$ cat config.mk
export PLATFORM = sky130hd
export DESIGN_NAME = apbif
export DESIGN_NICKNAME = d
export VERILOG_FILES = /design/src/rtl/apbif.sv
export SDC_FILE = /design/constraint.sdc
export NUM_CORES = 1
export LEC_CHECK = 0
export ABC_CLOCK_PERIOD_IN_PS = 2100
export BUFFER_PORTS_ARGS = -buffer_cell sky130_fd_sc_hd__buf_2
export CAP_MARGIN = 25
export CORE_MARGIN = 8
export CORE_UTILIZATION = 50
export CTS_BUF_LIST = sky130_fd_sc_hd__clkbuf_2 sky130_fd_sc_hd__clkbuf_4 sky130_fd_sc_hd__clkbuf_8
export CTS_CLUSTER_DIAMETER = 120
export DETAILED_ROUTE_END_ITERATION = 8
export PLACE_DENSITY = 0.77
export SYNTH_ARGS = -nofsm -noshare
export SYNTH_HDL_FRONTEND = slang
export SYNTH_SLANG_ARGS = --single-unit
$ cat constraint.sdc
create_clock -name I_PCLK -period 2.1 [get_ports I_PCLK]
set_clock_uncertainty 0.15 [all_clocks]
set_input_delay 0.105 -clock I_PCLK [delete_from_list [all_inputs] [get_ports I_PCLK]]
set_output_delay 0.105 -clock I_PCLK [all_outputs]
set_load 0.005 [all_outputs]
$ cat src/rtl/apbif.sv
// APB slave register block: control/geometry registers for an image engine.
// Zero-wait-state, combinational read path, synchronous active-high reset.
module apbif (
   input  logic        I_PCLK,
   input  logic        I_PRESET_N,
   input  logic        I_PSEL,
   input  logic        I_PENABLE,
   input  logic        I_PWRITE,
   input  logic [31:0] I_PADDR,
   input  logic [31:0] I_PWDATA,
   output logic [31:0] O_PRDATA,
   output logic        O_PREADY
);

   localparam logic [31:0] ID_VAL = 32'h524F_5401;

   typedef struct packed {
      logic [2:0]  ctrl;     // [0] START, [2:1] MODE
      logic [31:0] src;
      logic [31:0] dst;
      logic [15:0] width;
      logic [15:0] height;
      logic [31:0] scratch;
   } regs_t;

   regs_t       regs;
   logic        mapped;
   logic [2:0]  idx;
   logic        wr_en;
   logic [31:0] rd_val;
   logic        unused_addr_lsb;

   assign mapped          = (I_PADDR[31:5] == 27'd0);
   assign idx             = I_PADDR[4:2];
   assign wr_en           = I_PSEL & I_PENABLE & I_PWRITE & mapped;
   assign unused_addr_lsb = ^I_PADDR[1:0];

   always_ff @(posedge I_PCLK) begin
      if (I_PRESET_N) begin
         regs <= '0;
      end else if (wr_en) begin
         case (idx)
            3'd0:    regs.ctrl    <= I_PWDATA[2:0];
            3'd1:    regs.src     <= I_PWDATA;
            3'd2:    regs.dst     <= I_PWDATA;
            3'd3:    regs.width   <= I_PWDATA[15:0];
            3'd4:    regs.height  <= I_PWDATA[15:0];
            3'd5:    regs.scratch <= I_PWDATA;
            default: ;  // ID and reserved slots are not writable
         endcase
      end
   end

   always_comb begin
      rd_val = '0;
      case (idx)
         3'd0:    rd_val = {29'd0, regs.ctrl};
         3'd1:    rd_val = regs.src;
         3'd2:    rd_val = regs.dst;
         3'd3:    rd_val = {16'd0, regs.width};
         3'd4:    rd_val = {16'd0, regs.height};
         3'd5:    rd_val = regs.scratch;
         3'd6:    rd_val = ID_VAL;
         default: rd_val = '0;
      endcase
   end

   assign O_PRDATA = (I_PSEL && !I_PWRITE && mapped) ? rd_val : 32'd0;
   assign O_PREADY = I_PSEL & I_PENABLE;

endmodule

* After elaboration in Yosys (flattened, before gate mapping)
Index checks and enable logic that the tools add are counted.
** Word-level totals
- Register bits after elaboration :: 131
- Bits of input ports :: 69
- Output and inout port bits :: 33
- Word-level logic and storage cells :: 28
** Operators by class
- Eq/ne operators :: 6
- Mux-type cells :: 2
- Bitwise gates (word level) :: 3
- Reductions and logical operators :: 11
** Operators by type and width (number)
- one-hot mux 32 bit (7 select lines) :: 1
- two-way mux 32 bit :: 1
- zero test 27 bit :: 1
- AND reduction 2 bit :: 6
- equality test 3 bit (second input constant) :: 3
- equality test 3 x 2 -> 1 bit (second input constant) :: 2
- AND 1 bit :: 3
- equality test 3 x 1 -> 1 bit (second input constant) :: 1
- zero test 3 bit :: 1
- logical AND 1 bit :: 2
- zero test 1 bit :: 1

* Longest topological paths before layout
Gate-level depths: netlist (run 1).
- Depth in word-level cells :: 4
- Mapped depth :: 7

* Least setup slack after synthesis (run 1)
No wires, ideal clock.
- Path kind :: input-to-output
- Start :: in I_PADDR[7]
- End :: out O_PRDATA[13]
- Arrival time :: 1.271 ns
- Slack :: 0.574 ns
- Stages on the path :: 6
- Buffers on the path :: 2
- Path through :: nor4_1 -> and4_1 -> buf_4 -> nand4_2 -> buf_2 -> a211oi_1
** On the way
- Longest elaborated chain between the ends :: 3
** RTL lines
- start: declaration :: RTL line 9 : input logic [31:0] I_PADDR,
- zero test 27 bit :: RTL line 33 : assign mapped = (I_PADDR[31:5] == 27'd0);
- logical AND 1 bit :: RTL line 68 : assign O_PRDATA = (I_PSEL && !I_PWRITE && mapped) ? rd_val : 32'd0;
- two-way mux 32 bit :: RTL line 68
- end: declaration :: RTL line 11 : output logic [31:0] O_PRDATA,
Every way passes these cells.

* Worst setup path after layout (run 1)
- Start :: reg regs[9] in the netlist's numbering
- End :: out O_PRDATA[9]
** On the way
- Longest elaborated chain between the ends :: 2
** RTL lines
- start: declaration :: RTL line 26 : regs_t regs;
- one-hot mux 32 bit (7 select lines) :: RTL line 56 : case (idx)
- two-way mux 32 bit :: RTL line 68
Every way passes these cells.

==> run summary, run 1 <==
CTS buffer count - 17
post-synthesis mux area share - 23.10%
TritonCTS Sinks - 131
post-synthesis sequential area ratio - 40.08%
pwr dens - 617.8 nW/µm²
hold depth - 3
initial antenna violation count - 0
Post-Syn Instances - 658
Yosys warning count - 0
Die Area - 17000 µm²
#FFs+latches synth - 131
drc violations - 0
Clock transition at path regs - 0.07 ns
DR vias/cell - 5.443
startpoint types - register
Final #Nets - 849
ANT cells - 0
Synth Cell Area - 6544 µm²
vias - 5269
Final Max Slew Viols - 0
reg2reg start - regs[65]
worst slack, placed - 0.1742 ns
largest net degree at the start of global routing - 51
Synth Area per Inst - 9.945 µm²
num rows - 42
setup TNS - 0 ns
post-synthesis cell type count - 39
RePlAce Congestion - 0.7750
Tcrit/Tclk final - 88.30%
first-pass GRT wire length - 27280 µm
Simple-Gate Fraction of Synth Area - 22.85%
RSZ-0062 raised after global routing - no
FMAX - 539.3 MHz
FF/Latch Area - 2623 µm²
fill count - 1170
r2r setup slk - 1.28 ns
antenna-violating nets left - 0
Fin. Hold Viols - 0
Compound-Gate Fraction of Synth Area - 8.853%
Post-CTS Resized - 0
Main synth FF type - dfxtp_1
FF-to-FF path depth - 2
adder-cell share of the synthesized area - 0%
multi-input logic area - 3588 µm²
required time of the critical path - 1.85 ns
synth top area cells - dfxtp_1 (40%), mux2i_1 (22%), nand2b_1 (16%)
Top Ports - 102
vias in the first global route - 5732
Yosys top cell area share - 40.08%
H-tree depth - 4
RR Endpoint - regs[65]
Final min period - 1.854 ns
Detailed Routing Iterations Pass 1 - 5
Max Root-Sink Buffers - 2
Synth async-reset ratio - 0%
grt total ovfl - 0
drt initial violations - 305
largest area contributor in the netlist - dfxtp_1
Critical Path End Type - primary output
Post-Route WL - 16670 µm
Mapped Nets - 727
largest family of logic cells by synthesized area - multiplexers
Hold Path Sink - regs[129]
status - finished clean
IO Port Bufs - 99
die height - 130.4 µm
TritonCTS clock tree - done
worst min-delay path category - input pin to register
MaxCap Viol Count - 0
Arrival @ worst endpoint - 1.60 ns
Starting Density - 50.21%
Worst Max-Slew Pin Slew - 0.5399 ns
layout cells sized above 1 - 22.73%
Largest regs - regs: 131 flops
Worst Min Path Start - I_PRESET_N
worst-skew pair later-pin latency - 0.44 ns
Post-synth EDFFs - 0
critical path class - register to primary output
die width - 130.4 µm
drt wl/cell - 17.23 µm
dpl hpwl - 11090 µm
relative slew slack - 64.01%
area of the core - 13030 µm²
Biggest register - regs
hold_ws - 0.08852 ns
Total GRT Usage - 20.44%
Slowest-stage cell, CP - dfxtp_1
Leakage - 3.970 nW
Peak VDD IR - 0.4789 mV
crit-path cells - mux2_2 -> a22oi_1 -> a2bb2oi_1 -> nor2_1 -> buf_2
xor and xnor area share after synthesis - 0%
Final WS setup - 0.2457 ns
Clock Tree Root - clkbuf_8
commonest non-fill, non-tap cell in the layout - nand2b_1
CP max FO - 2
most frequent cells in the layout - nand2b_1 (164), mux2i_1 (142), dfxtp_1 (131)
layout overhead on the synthesized area - 21.17%
CP peak stage delay - 0.31 ns
max reg flops - 131
Setup Viol. Count Final - 0
how the worst max path moves through the flow:
stage                           start            to
final                         regs[9]   O_PRDATA[9]
after global routing       I_PADDR[3]   O_PRDATA[1]
after CTS                    regs[47]  O_PRDATA[15]
after detailed placement  I_PADDR[22]      regs[79]
after global placement     I_PADDR[3]      regs[55]
after floorplan            I_PADDR[7]  O_PRDATA[13]
logic make-up (layout without fill, tap and decap cells):
| logic type | Yosys count | count (layout) |
|---|---|---|
| AO/OA/AOI/OAI | 80 | 80 |
| buffers and inverters | 58 | 192 |
| flip-flops | 131 | 131 |
| multiplexers | 149 | 149 |
| AND/OR/NAND/NOR | 240 | 240 |
cell type report:
type	count	area share, %
Clock inverter	5	0.6312
Timing Repair Buffer	159	14.04
Multi-Input combinational cell	469	45.26
Clock buffer	26	4.119
Inverter	2	0.09468
Tap cell	176	2.777
Sequential cell	131	33.08
timing repair:
action | in CTS | in global routing
endpoints found under the hold margin | 131 | 0
setup buffers | 0 | 0
hold buffers | 32 | 0
critical path, delay by kind of cell (launching register included):
kind                   cells  cell delay (ns)
multiplexers               1             0.27
AO/OA/AOI/OAI              2             0.36
AND/OR/NAND/NOR            1             0.09
buffers and inverters      1             0.14
flip-flops                 1             0.31
routing by layer:
metal  up-vias  GRT usage (%)  share of wire [%]
met1      2578          22.46                 42
li1       2530              -                  -
met3        30          4.221                5.1
met2       131          36.99                 51
met4         0          9.723                2.3
met5         -              0                  0
cell usage after synthesis, types with 2 or more instances:
cell	instances
nor2b_1	6
nand2_1	9
clkbuf_1	27
a2bb2oi_1	3
mux2i_1	142
nand4_4	5
o2bb2ai_1	3
a21oi_1	23
nand2b_1	164
nor2_1	25
nor4_1	6
or2_2	8
mux2_2	6
buf_2	10
a222oi_1	8
buf_6	12
a211oi_1	7
a22oi_1	14
and2_1	4
dfxtp_1	131
inv_1	2
nor3_1	5
buf_1	3
a221oi_1	7
and2b_1	2
and3_1	2
a21o_1	9
buf_4	4
power by group:
part           internal [mW]  leakage [nW]   switching, mW
Sequential              2.48          1.05  0.000000000270
Combinational          0.201          2.71           0.197
Clock                   1.11         0.204           0.903
metrics by stage:
step           utilization, %  area, µm²  std cells  power [mW]
6_report                60.84       7929        968       4.898
5_1_grt                 60.84       7929        968       5.083
4_1_cts                 60.84       7929        968       4.942
3_5_place_dp            55.49       7232        905       2.890
3_3_place_gp            55.49       7232        905       2.879
2_1_floorplan               -       6544        658       2.746
(Power assumes the default switching activity.)
==> run 2, diff against run 1 <==
--- a/config.mk
+++ b/config.mk
@@ -5,7 +5,7 @@
 export SDC_FILE = /design/constraint.sdc
 export NUM_CORES = 1
 export LEC_CHECK = 0
-export ABC_CLOCK_PERIOD_IN_PS = 2100
+export ABC_CLOCK_PERIOD_IN_PS = 1700
 export BUFFER_PORTS_ARGS = -buffer_cell sky130_fd_sc_hd__buf_2
 export CAP_MARGIN = 25
 export CORE_MARGIN = 8
@@ -13,7 +13,7 @@
 export CTS_BUF_LIST = sky130_fd_sc_hd__clkbuf_2 sky130_fd_sc_hd__clkbuf_4 sky130_fd_sc_hd__clkbuf_8
 export CTS_CLUSTER_DIAMETER = 120
 export DETAILED_ROUTE_END_ITERATION = 8
-export PLACE_DENSITY = 0.77
+export PLACE_DENSITY = 0.79
 export SYNTH_ARGS = -nofsm -noshare
 export SYNTH_HDL_FRONTEND = slang
 export SYNTH_SLANG_ARGS = --single-unit
==> constraint.sdc (replaced) <==
create_clock -name I_PCLK -period 1.7 [get_ports I_PCLK]
set_clock_uncertainty 0.15 [all_clocks]
set_input_delay 0.085 -clock I_PCLK [delete_from_list [all_inputs] [get_ports I_PCLK]]
set_output_delay 0.085 -clock I_PCLK [all_outputs]
set_load 0.005 [all_outputs]
==> run summary, run 2 (same netlist as run 1, synthesis figures left out) <==
status - finished with violations
failing checks - negative setup slack
first-pass GRT wire length - 28130 µm
Final WS setup - -0.1314 ns
antenna-violating nets left - 0
H-tree depth - 4
drt wl/cell - 17.27 µm
Max Root-Sink Buffers - 2
vias in the first global route - 5750
Final Max Slew Viols - 0
FF-to-FF path depth - 3
critical path class - register to primary output
setup TNS - -0.3540 ns
TritonCTS clock tree - done
Clock transition at path regs - 0.07 ns
Arrival @ worst endpoint - 1.60 ns
largest net degree at the start of global routing - 52
commonest non-fill, non-tap cell in the layout - nand2b_1
Peak VDD IR - 0.7199 mV
ANT cells - 0
drt initial violations - 497
Top Ports - 102
r2r setup slk - 0.86 ns
Final min period - 1.831 ns
num rows - 42
worst min-delay path category - input pin to register
Detailed Routing Iterations Pass 1 - 7
layout overhead on the synthesized area - 29.08%
die height - 130.4 µm
Tcrit/Tclk final - 107.7%
vias - 5396
startpoint types - register
die width - 130.4 µm
Worst Min Path Start - I_PRESET_N
Post-Route WL - 17220 µm
area of the core - 13030 µm²
CP max FO - 2
grt total ovfl - 0
TritonCTS Sinks - 131
CTS buffer count - 17
Hold Path Sink - regs[17]
initial antenna violation count - 0
worst slack, placed - -0.1653 ns
max reg flops - 131
Final Core Density - 64.81%
fill count - 1012
Die Area - 17000 µm²
Fin. Hold Viols - 0
relative slew slack - 72.32%
most frequent cells in the layout - nand2b_1 (164), mux2i_1 (142), dfxtp_1 (104)
RSZ-0062 raised after global routing - yes
RR Endpoint - regs[127]
Largest regs - regs: 131 flops
IO Port Bufs - 99
Setup Viol. Count Final - 5
worst-skew pair later-pin latency - 0.45 ns
pwr dens - 771.9 nW/µm²
Clock Tree Root - clkbuf_8
drc violations - 0
reg2reg start - regs[127]
Starting Density - 50.21%
MaxCap Viol Count - 0
layout cells sized above 1 - 30.69%
DR vias/cell - 5.412
RePlAce Congestion - 0.7805
Critical Path End Type - primary output
Final Total Pwr - 6.520 mW
hold depth - 3
Final #Nets - 877
required time of the critical path - 1.46 ns
Total GRT Usage - 21.00%
Leakage - 4.200 nW
FMAX - 546.0 MHz
Biggest register - regs
dpl hpwl - 11500 µm
Worst Max-Slew Pin Slew - 0.4152 ns
run 2: where the power goes:
group	leakage (nW)	internal [mW]	total (mW)	switching [mW]
Combinational	2.91	0.280	0.537	0.258
Sequential	1.07	3.07	3.07	0.000000000333
Clock	0.219	1.69	2.92	1.22
run 2: worst max path at each step:
stage / from / to / cells past startpoint
CTS: regs[18] / O_PRDATA[18] / 5
detailed placement: I_PADDR[3] / regs[60] / 8
finish: regs[18] / O_PRDATA[18] / 5
floorplan: I_PADDR[7] / O_PRDATA[13] / 6
global placement: I_PADDR[3] / regs[61] / 8
global route: regs[18] / O_PRDATA[18] / 5
run 2: critical path: stages (launching register included):
cell and delay (ns):
dfxtp_2 0.33, a21o_1 0.15, a222oi_1 0.33, buf_4 0.19, nor2_2 0.03, buf_2 0.12
run 2: per-layer routing:
metal,GRT usage [%],wire length [µm]
met1,24.29,7080
met2,36.96,8929
met3,5.722,948
met4,6.685,260
met5,0,0
run 2: layout make-up:
cell class / count / area [µm²] / area share (%)
Multi-Input combinational cell: 469 / 3687 / 43.65
Sequential cell: 131 / 2656 / 31.45
Inverter: 2 / 7.507 / 0.08888
Timing Repair Buffer: 187 / 1428 / 16.90
Clock inverter: 12 / 178.9 / 2.118
Clock buffer: 20 / 269.0 / 3.185
Tap cell: 176 / 220.2 / 2.607
run 2: stage by stage:
step | cells | area [µm²] | hold WS (ns)
detailed placement | 927 | 7495 | 0.2582
global route | 997 | 8447 | 0.07287
CTS | 992 | 8323 | 0.04091
floorplan | 658 | 6544 | 0.1303
global placement | 927 | 7495 | 0.2403
finish | 997 | 8447 | 0.06271
run 2: what timing repair did:
action | CTS | global route
pin swaps | 0 | 14
setup endpoints to repair | 16 | 25
hold buffers | 32 | 0
endpoints found under the hold margin | 131 | 0
resized for setup | 13 | 40
buffers inserted | 1 | 5
